## src/rtl/elastic_pipe_register_pkg.sv

```systemverilog
// elastic_pipe_register_pkg
//   Shared FPU pipeline helpers: a constant clog2 function and the width
//   formula for the elastic pipe register's OCCUPANCY output.
//   No ports (package).
package elastic_pipe_register_pkg;

    // Ceiling log2 with a floor of 1 bit, usable in parameter context.
    function automatic int unsigned clog2(input int unsigned n);
        int unsigned r;
        r = 0;
        for (int unsigned i = 0; i < 32; i++) begin
            if ((64'd1 << i) < 64'(n)) begin
                r = i + 1;
            end
        end
        return (r == 0) ? 1 : r;
    endfunction

    // OCCUPANCY must represent 0 .. Stages+RegisteredReady inclusive.
    function automatic int unsigned occ_width(input int unsigned stages,
                                              input int unsigned registered_ready);
        return clog2(stages + registered_ready + 1);
    endfunction

endpackage

```

## src/rtl/elastic_pipe_register_pipe_stage.sv

```systemverilog
// pipe_stage
//   One valid+data stage of the elastic pipe register.
//   Ports:
//     CLK        rising-edge clock
//     RST        synchronous active-high reset (valid and data cleared)
//     FLUSH      synchronous discard of the held beat (data retained)
//     load       stage takes its source this cycle
//     src_valid  valid of the source (previous stage or input)
//     src_data   payload of the source
//     valid      stage holds a beat
//     data       held payload
module pipe_stage #(
    parameter int unsigned DataSize = 32
) (
    input  logic                CLK,
    input  logic                RST,
    input  logic                FLUSH,
    input  logic                load,
    input  logic                src_valid,
    input  logic [DataSize-1:0] src_data,
    output logic                valid,
    output logic [DataSize-1:0] data
);

    always_ff @(posedge CLK) begin
        if (RST) begin
            valid <= 1'b0;
            data  <= '0;
        end else begin
            if (FLUSH) begin
                valid <= 1'b0;
            end else if (load) begin
                valid <= src_valid;
            end
            // Payload only moves with a real beat, so a bubble never
            // overwrites the value left behind.
            if (load && src_valid) begin
                data <= src_data;
            end
        end
    end

endmodule

```

## src/rtl/elastic_pipe_register.sv

```systemverilog
// elastic_pipe_register
//   Multi-stage valid/ready pipeline register with bubble collapsing,
//   synchronous flush and an optional input skid entry that makes IN_READY
//   a flop output.
//   Ports:
//     CLK        rising-edge clock
//     RST        synchronous active-high reset
//     FLUSH      synchronous discard of all held beats
//     IN_VALID   upstream beat present
//     IN_READY   block accepts a beat this cycle
//     IN_DATA    upstream payload
//     OUT_VALID  last stage holds a beat
//     OUT_READY  downstream accepts
//     OUT_DATA   last-stage payload
//     OCCUPANCY  number of beats held (stages + skid)
module elastic_pipe_register
    import elastic_pipe_register_pkg::*;
#(
    parameter int unsigned DataSize        = 32,
    parameter int unsigned Stages          = 2,
    parameter int unsigned RegisteredReady = 0
) (
    input  logic                                           CLK,
    input  logic                                           RST,
    input  logic                                           FLUSH,
    input  logic                                           IN_VALID,
    output logic                                           IN_READY,
    input  logic [DataSize-1:0]                            IN_DATA,
    output logic                                           OUT_VALID,
    input  logic                                           OUT_READY,
    output logic [DataSize-1:0]                            OUT_DATA,
    output logic [occ_width(Stages, RegisteredReady)-1:0]  OCCUPANCY
);

    localparam int unsigned OccW = occ_width(Stages, RegisteredReady);

    logic [Stages-1:0]   v;
    logic [DataSize-1:0] d [Stages];
    logic [Stages-1:0]   adv;
    logic                s0_valid;
    logic [DataSize-1:0] s0_data;
    logic                in_fire;
    logic                out_fire;
    logic [OccW-1:0]     occ;

    // adv[i] = !v[i] | adv[i+1] unrolled: stage i can move unless it and
    // every stage after it are full while the output is stalled. Writing
    // it flat keeps the chain free of self-referencing vector bits.
    for (genvar i = 0; i < Stages; i++) begin : g_adv
        assign adv[i] = OUT_READY | ~(&v[Stages-1:i]);
    end

    assign in_fire   = IN_VALID & IN_READY;
    assign OUT_VALID = v[Stages-1] & ~FLUSH;
    assign OUT_DATA  = d[Stages-1];
    assign out_fire  = OUT_VALID & OUT_READY;

    if (RegisteredReady != 0) begin : g_skid
        logic                sv;
        logic [DataSize-1:0] sd;

        always_ff @(posedge CLK) begin
            if (RST) begin
                sv <= 1'b0;
                sd <= '0;
            end else if (FLUSH) begin
                sv <= 1'b0;
            end else if (sv) begin
                if (adv[0]) begin
                    sv <= 1'b0;
                end
            end else if (in_fire && !adv[0]) begin
                sv <= 1'b1;
                sd <= IN_DATA;
            end
        end

        assign IN_READY = ~sv & ~FLUSH;
        // The skid beat is older than anything on the input, so it wins.
        assign s0_valid = sv | in_fire;
        assign s0_data  = sv ? sd : IN_DATA;
    end else begin : g_noskid
        assign IN_READY = adv[0] & ~FLUSH;
        assign s0_valid = in_fire;
        assign s0_data  = IN_DATA;
    end

    for (genvar i = 0; i < Stages; i++) begin : g_stage
        logic                src_valid;
        logic [DataSize-1:0] src_data;

        if (i == 0) begin : g_first
            assign src_valid = s0_valid;
            assign src_data  = s0_data;
        end else begin : g_chain
            assign src_valid = v[i-1];
            assign src_data  = d[i-1];
        end

        pipe_stage #(
            .DataSize(DataSize)
        ) u_stage (
            .CLK       (CLK),
            .RST       (RST),
            .FLUSH     (FLUSH),
            .load      (adv[i]),
            .src_valid (src_valid),
            .src_data  (src_data),
            .valid     (v[i]),
            .data      (d[i])
        );
    end

    // Tracked from the handshakes rather than summing the valid flops; every
    // beat enters through in_fire and leaves through out_fire, RST or FLUSH,
    // so the count always equals popcount(v) + sv.
    always_ff @(posedge CLK) begin
        if (RST || FLUSH) begin
            occ <= '0;
        end else begin
            occ <= occ + OccW'(in_fire) - OccW'(out_fire);
        end
    end

    assign OCCUPANCY = occ;

endmodule

```

## config.mk

```make
export PLATFORM = sky130hd
export DESIGN_NAME = elastic_pipe_register
export DESIGN_NICKNAME = d
export VERILOG_FILES = /design/src/rtl/elastic_pipe_register_pkg.sv /design/src/rtl/elastic_pipe_register_pipe_stage.sv /design/src/rtl/elastic_pipe_register.sv
export SDC_FILE = /design/constraint.sdc
export NUM_CORES = 1
export LEC_CHECK = 0
export CAP_MARGIN = 40
export CORE_MARGIN = 4
export CORE_UTILIZATION = 30
export CTS_CLUSTER_DIAMETER = 100
export CTS_CLUSTER_SIZE = 24
export DETAILED_ROUTE_END_ITERATION = 12
export GPL_TIMING_DRIVEN = 0
export HOLD_SLACK_MARGIN = 0.15
export PLACE_DENSITY_LB_ADDON = 0.1
export SLEW_MARGIN = 20
export SYNTH_ARGS = -nofsm -noshare
export SYNTH_HDL_FRONTEND = slang
export SYNTH_SLANG_ARGS = --single-unit
```

## constraint.sdc

```tcl
create_clock -name CLK -period 2.65 [get_ports CLK]
set_clock_uncertainty 0.2 [all_clocks]
set_input_delay 0.795 -clock CLK [delete_from_list [all_inputs] [get_ports CLK]]
set_output_delay 0.795 -clock CLK [all_outputs]
set_load 0.005 [all_outputs]
```

==> results.md <==
Final layout:
- Once layout is done, the placed cells without fillers occupy approximately 0.0040 mm^2.
- Compared with the post-synthesis result, the final layout area differs by 38.8%.
- Of the cells placed in the final design, the portion with a size suffix greater than 1 is 0.103.
- 0 antenna diodes ended up in the layout.
- At the end of the flow, the number of nets in the layout was 433.
- The filler cell count in the final layout is 939.

Yosys:
- For this run, the number of Yosys warnings is 0.
- The share of the synthesized area in the top cell type is 0.472.
- The number of flops mapped to enable cells by yosys is 0.
- In the synthesized netlist the async set-or-reset flop fraction comes to 0.
- Of the synthesized area, sequential elements account for 0.472.
- After synthesis, the share of cell area in mux cells is 0.111.
- After synthesis, the cell types taking the most area are dfxtp_1 47%, nand2b_1 14%, mux2i_1 11%, a21oi_1 5.9%, nand3_1 5.6%.
- Counting flops and latches in the post-synthesis netlist gives 68.
- The cell area after synthesis is 0.00288 mm^2.
- After synthesis, the largest family of logic cells by area is simple AND/OR/NAND/NOR gates.
- The cell count after synthesis is 308.
- Counting every net in the synthesized netlist gives 347.
- The most frequent cell after synthesis is dfxtp_1.
- After synthesis, the most frequently instantiated cells are 68 x dfxtp_1, 66 x nand2b_1, 34 x a21oi_1.
- The commonest register cell after synthesis is dfxtp_1.
- Dividing the synthesized area by the synthesized cell count gives ~9.4 um^2.
- Of the total synthesized cell area, the portion taken by XOR and XNOR cells is 0.00608.
- The unique cell type count in the Yosys netlist is 23.
- Of the total synthesized cell area, the portion taken by full adders, half adders and majority gates is 0.00868.
- Of the total synthesized cell area, the portion taken by AND, OR, NAND and NOR gates is 0.214.
- The largest area contributor in the netlist is dfxtp_1.
- The complex-gate fraction of the synthesized area was 0.123.

Floorplan:
- The die span in y is 106 um.
- The row count is 35.
- The floorplan die area is 0.0112 mm^2.
- The width of the die is 106 um.
- The top-level port count is 73.
- The initial utilization of the core area, before any placement, comes to 0.310.
- The core area is roughly 0.0093 mm^2.

STA:
- Timing would allow up to 388 MHz.
- At the pin with the least slew margin, the transition time is 0.483 ns.
- Setup repair after global routing left no endpoint under its margin.
- The worst path in the final design needs a cycle of about 2.6 ns, including I/O delays and setup.
- The worst slew slack as a fraction of its limit is 0.678.
- Dividing the final minimum period by the clock period gives 0.972.
- The number of pins exceeding their max-slew limit in the final report is 0.
- The final setup violation count is 0.
- After routing, the total negative slack on setup checks comes to 0 ns.
- The final count of hold timing violations is 0.

Global routing:
- The number of global-route vias before repair came to about 2300.
- The maximum number of pins on one net before global-route repair is 13.
- In the global route stage, met3 resource usage came out at 0.0461.
- The number of antenna violations at the first check in global routing was 0.
- For this run, global-route usage on met1 was measured as 0.172.
- After global routing, the most crowded layer is met2.
- The met2 global-route usage is 0.220.
- The wire length of the first global-routing pass is 11900 um.
- The residual overflow from global routing is 0.
- In the global route stage, overall resource usage came out at 0.138.

Critical path:
- Grouping stages by cell kind, the critical path spends the most delay in buffers and inverters.
- The cell with the largest stage delay on the worst path is clkdlybuf4s15_2.
- The worst-path maximum fanout is 10.
- The biggest cell delay along the critical path is 0.21 ns.
- The startpoint type of the worst setup path is an input port.
- Data on the critical path arrives at its endpoint at ~1.6 ns.
- The worst setup path is captured at a primary output.
- The critical path contains buffers and inverters numbering 4 combined.
- The setup path with the least slack is of type input port to primary output.
- Traced cell by cell, the critical path runs through clkdlybuf4s15_2 > nor2b_4 > buf_6 > buf_8 > a21oi_4 > buf_2.
- Data on the critical path is required at its endpoint by ~1.7 ns.

CTS:
- The H-tree was split into 3 levels.
- The TritonCTS clock tree is built.
- The total clock buffers created by CTS is 9.
- After clock tree synthesis, the clock-pin slew on the worst setup and hold paths is around 0.070 ns.
- The longest clock path from root to sink contains 2 buffers.
- The clock sink total is 68.
- The later pin in the worst-skew pair is clocked with a latency of 0.35 ns.
- The number of hold buffers added after cts is 0.
- The cell sitting at the root of the clock tree is a clkbuf_8.

Detailed routing:
- For this block, the via count after detailed routing is 2388.
- After detailed routing, the number of vias per cell comes to 4.52.
- The remaining antenna violation count is 0.
- After detailed routing, the number of remaining DRC violations is 0.
- The routed wirelength normalized by instance count is 14.0 um.
- The routed wire length is 7380 um.
- The detailed router finished its first iteration with 92 violations.
- The number of iterations in the first detailed-routing pass is 4.

Pwr:
- The power per cell area is 534 mW/mm^2.
- In this run the static leakage power is 1.41 nW.
- The worst-case IR drop observed on VDD is 257 uV.

Run:
- Max-cap violations in this run came to 0.

Place:
- The congestion estimate from routability-driven global placement came to a little over 0.7.
- In this run the cell area measured after placement is about 0.0038 mm^2.
- Input and output buffers added on the ports amount to just over 70.
- The half-perimeter wire length of the detailed placement result is between 5000 and 6000 um.

Outcome:
- The flow ran to the end, and the final reports show no timing, DRC or antenna violations.

Min path:
- In this run the worst hold path is classified as flip-flop to flip-flop.
path summary, 6_finish.rpt:
kind,start,end,slack (ns),cells after the start
max reg2reg,g_stage[1].u_stage.valid,OCCUPANCY[1],0.53,11
max,OUT_READY,IN_READY,0.07,6
min,g_stage[0].u_stage.data[0],g_stage[0].u_stage.data[0],0.27,2
min reg2reg,g_stage[0].u_stage.data[0],g_stage[0].u_stage.data[0],0.27,2
repair_timing:
item,CTS,global route
setup endpoints to repair,4,2
gates cloned,0,0
setup buffers,1,3
endpoints found under the hold margin,0,0
pin swaps,0,1
gates resized for setup,17,3
flip-flops by register name, indices dropped and copies added, names as in the netlist:
name                   count
g_stage.u_stage.data      64
OCCUPANCY                  2
g_stage.u_stage.valid      2
worst min-delay path: stages (launching register included):
cell and delay (ns):
dfxtp_1 0.31, nand2b_1 0.06, mux2i_1 0.06
per-layer routing:
metal  wire length, um  up-vias
met1              3350     1106
met2              3500       54
li1                  -     1220
met4                91        0
met5                 0        -
met3               436        8
cell type report:
cell class              instances  area [um^2]  share of cell area
inverters                       3         11.3             0.00282
well taps                     129          161              0.0404
plain buffers                  29          186              0.0466
repair buffers                 75          739               0.185
flip-flops and latches         68         1360               0.340
clock buffers                   9          124              0.0310
clock inverters                 7         67.6              0.0169
multi-input cells             208         1350               0.337
per-stage QoR:
stage	hold slack, ns	cells	util	total power, mW	worst slack (ns)
after global routing	0.296	528	0.431	2.23	0.0410
final	0.275	528	0.431	2.13	0.0747
after floorplan	0.244	308	-	1.20	0.0770
after global placement	0.261	508	0.404	1.31	-0.773
after CTS	0.278	525	0.428	2.15	0.0493
after detailed placement	0.263	508	0.404	1.31	-0.784
cells in the final DEF, fill, tap and decap left out, types with 2 or more instances in the layout:
master           synthesis  final
clkbuf_1                16     15
o21ai_0                 32     32
dfxtp_1                 68     68
a21oi_4                  1      2
clkdlybuf4s15_2          0      2
ha_1                     2      2
nand2b_1                66     66
clkdlybuf4s50_1          0     66
nand3_1                 32     32
buf_12                   3      3
inv_1                    2      2
nor3_1                   2      2
clkbuf_8                 0      9
clkinv_4                 0      2
clkinv_2                 0      4
mux2i_1                 32     32
a21oi_1                 34     33
buf_4                    0      4
buf_2                    8      8
power by group:
part           switching (mW)  internal (mW)
registers              0.0174           1.05
logic                  0.0910          0.123
clock network           0.418          0.431
kinds of logic (layout without fill, tap and decap cells):
kind of cell,after synthesis,count (layout)
buffers and inverters,32,123
xor gates and xnor gates,2,2
DFF,68,68
AOI/OAI and AO/OA,68,68
adders and majority gates,2,2
muxes,32,32
and+or+nand+nor,104,104
(Power assumes the default switching activity.)
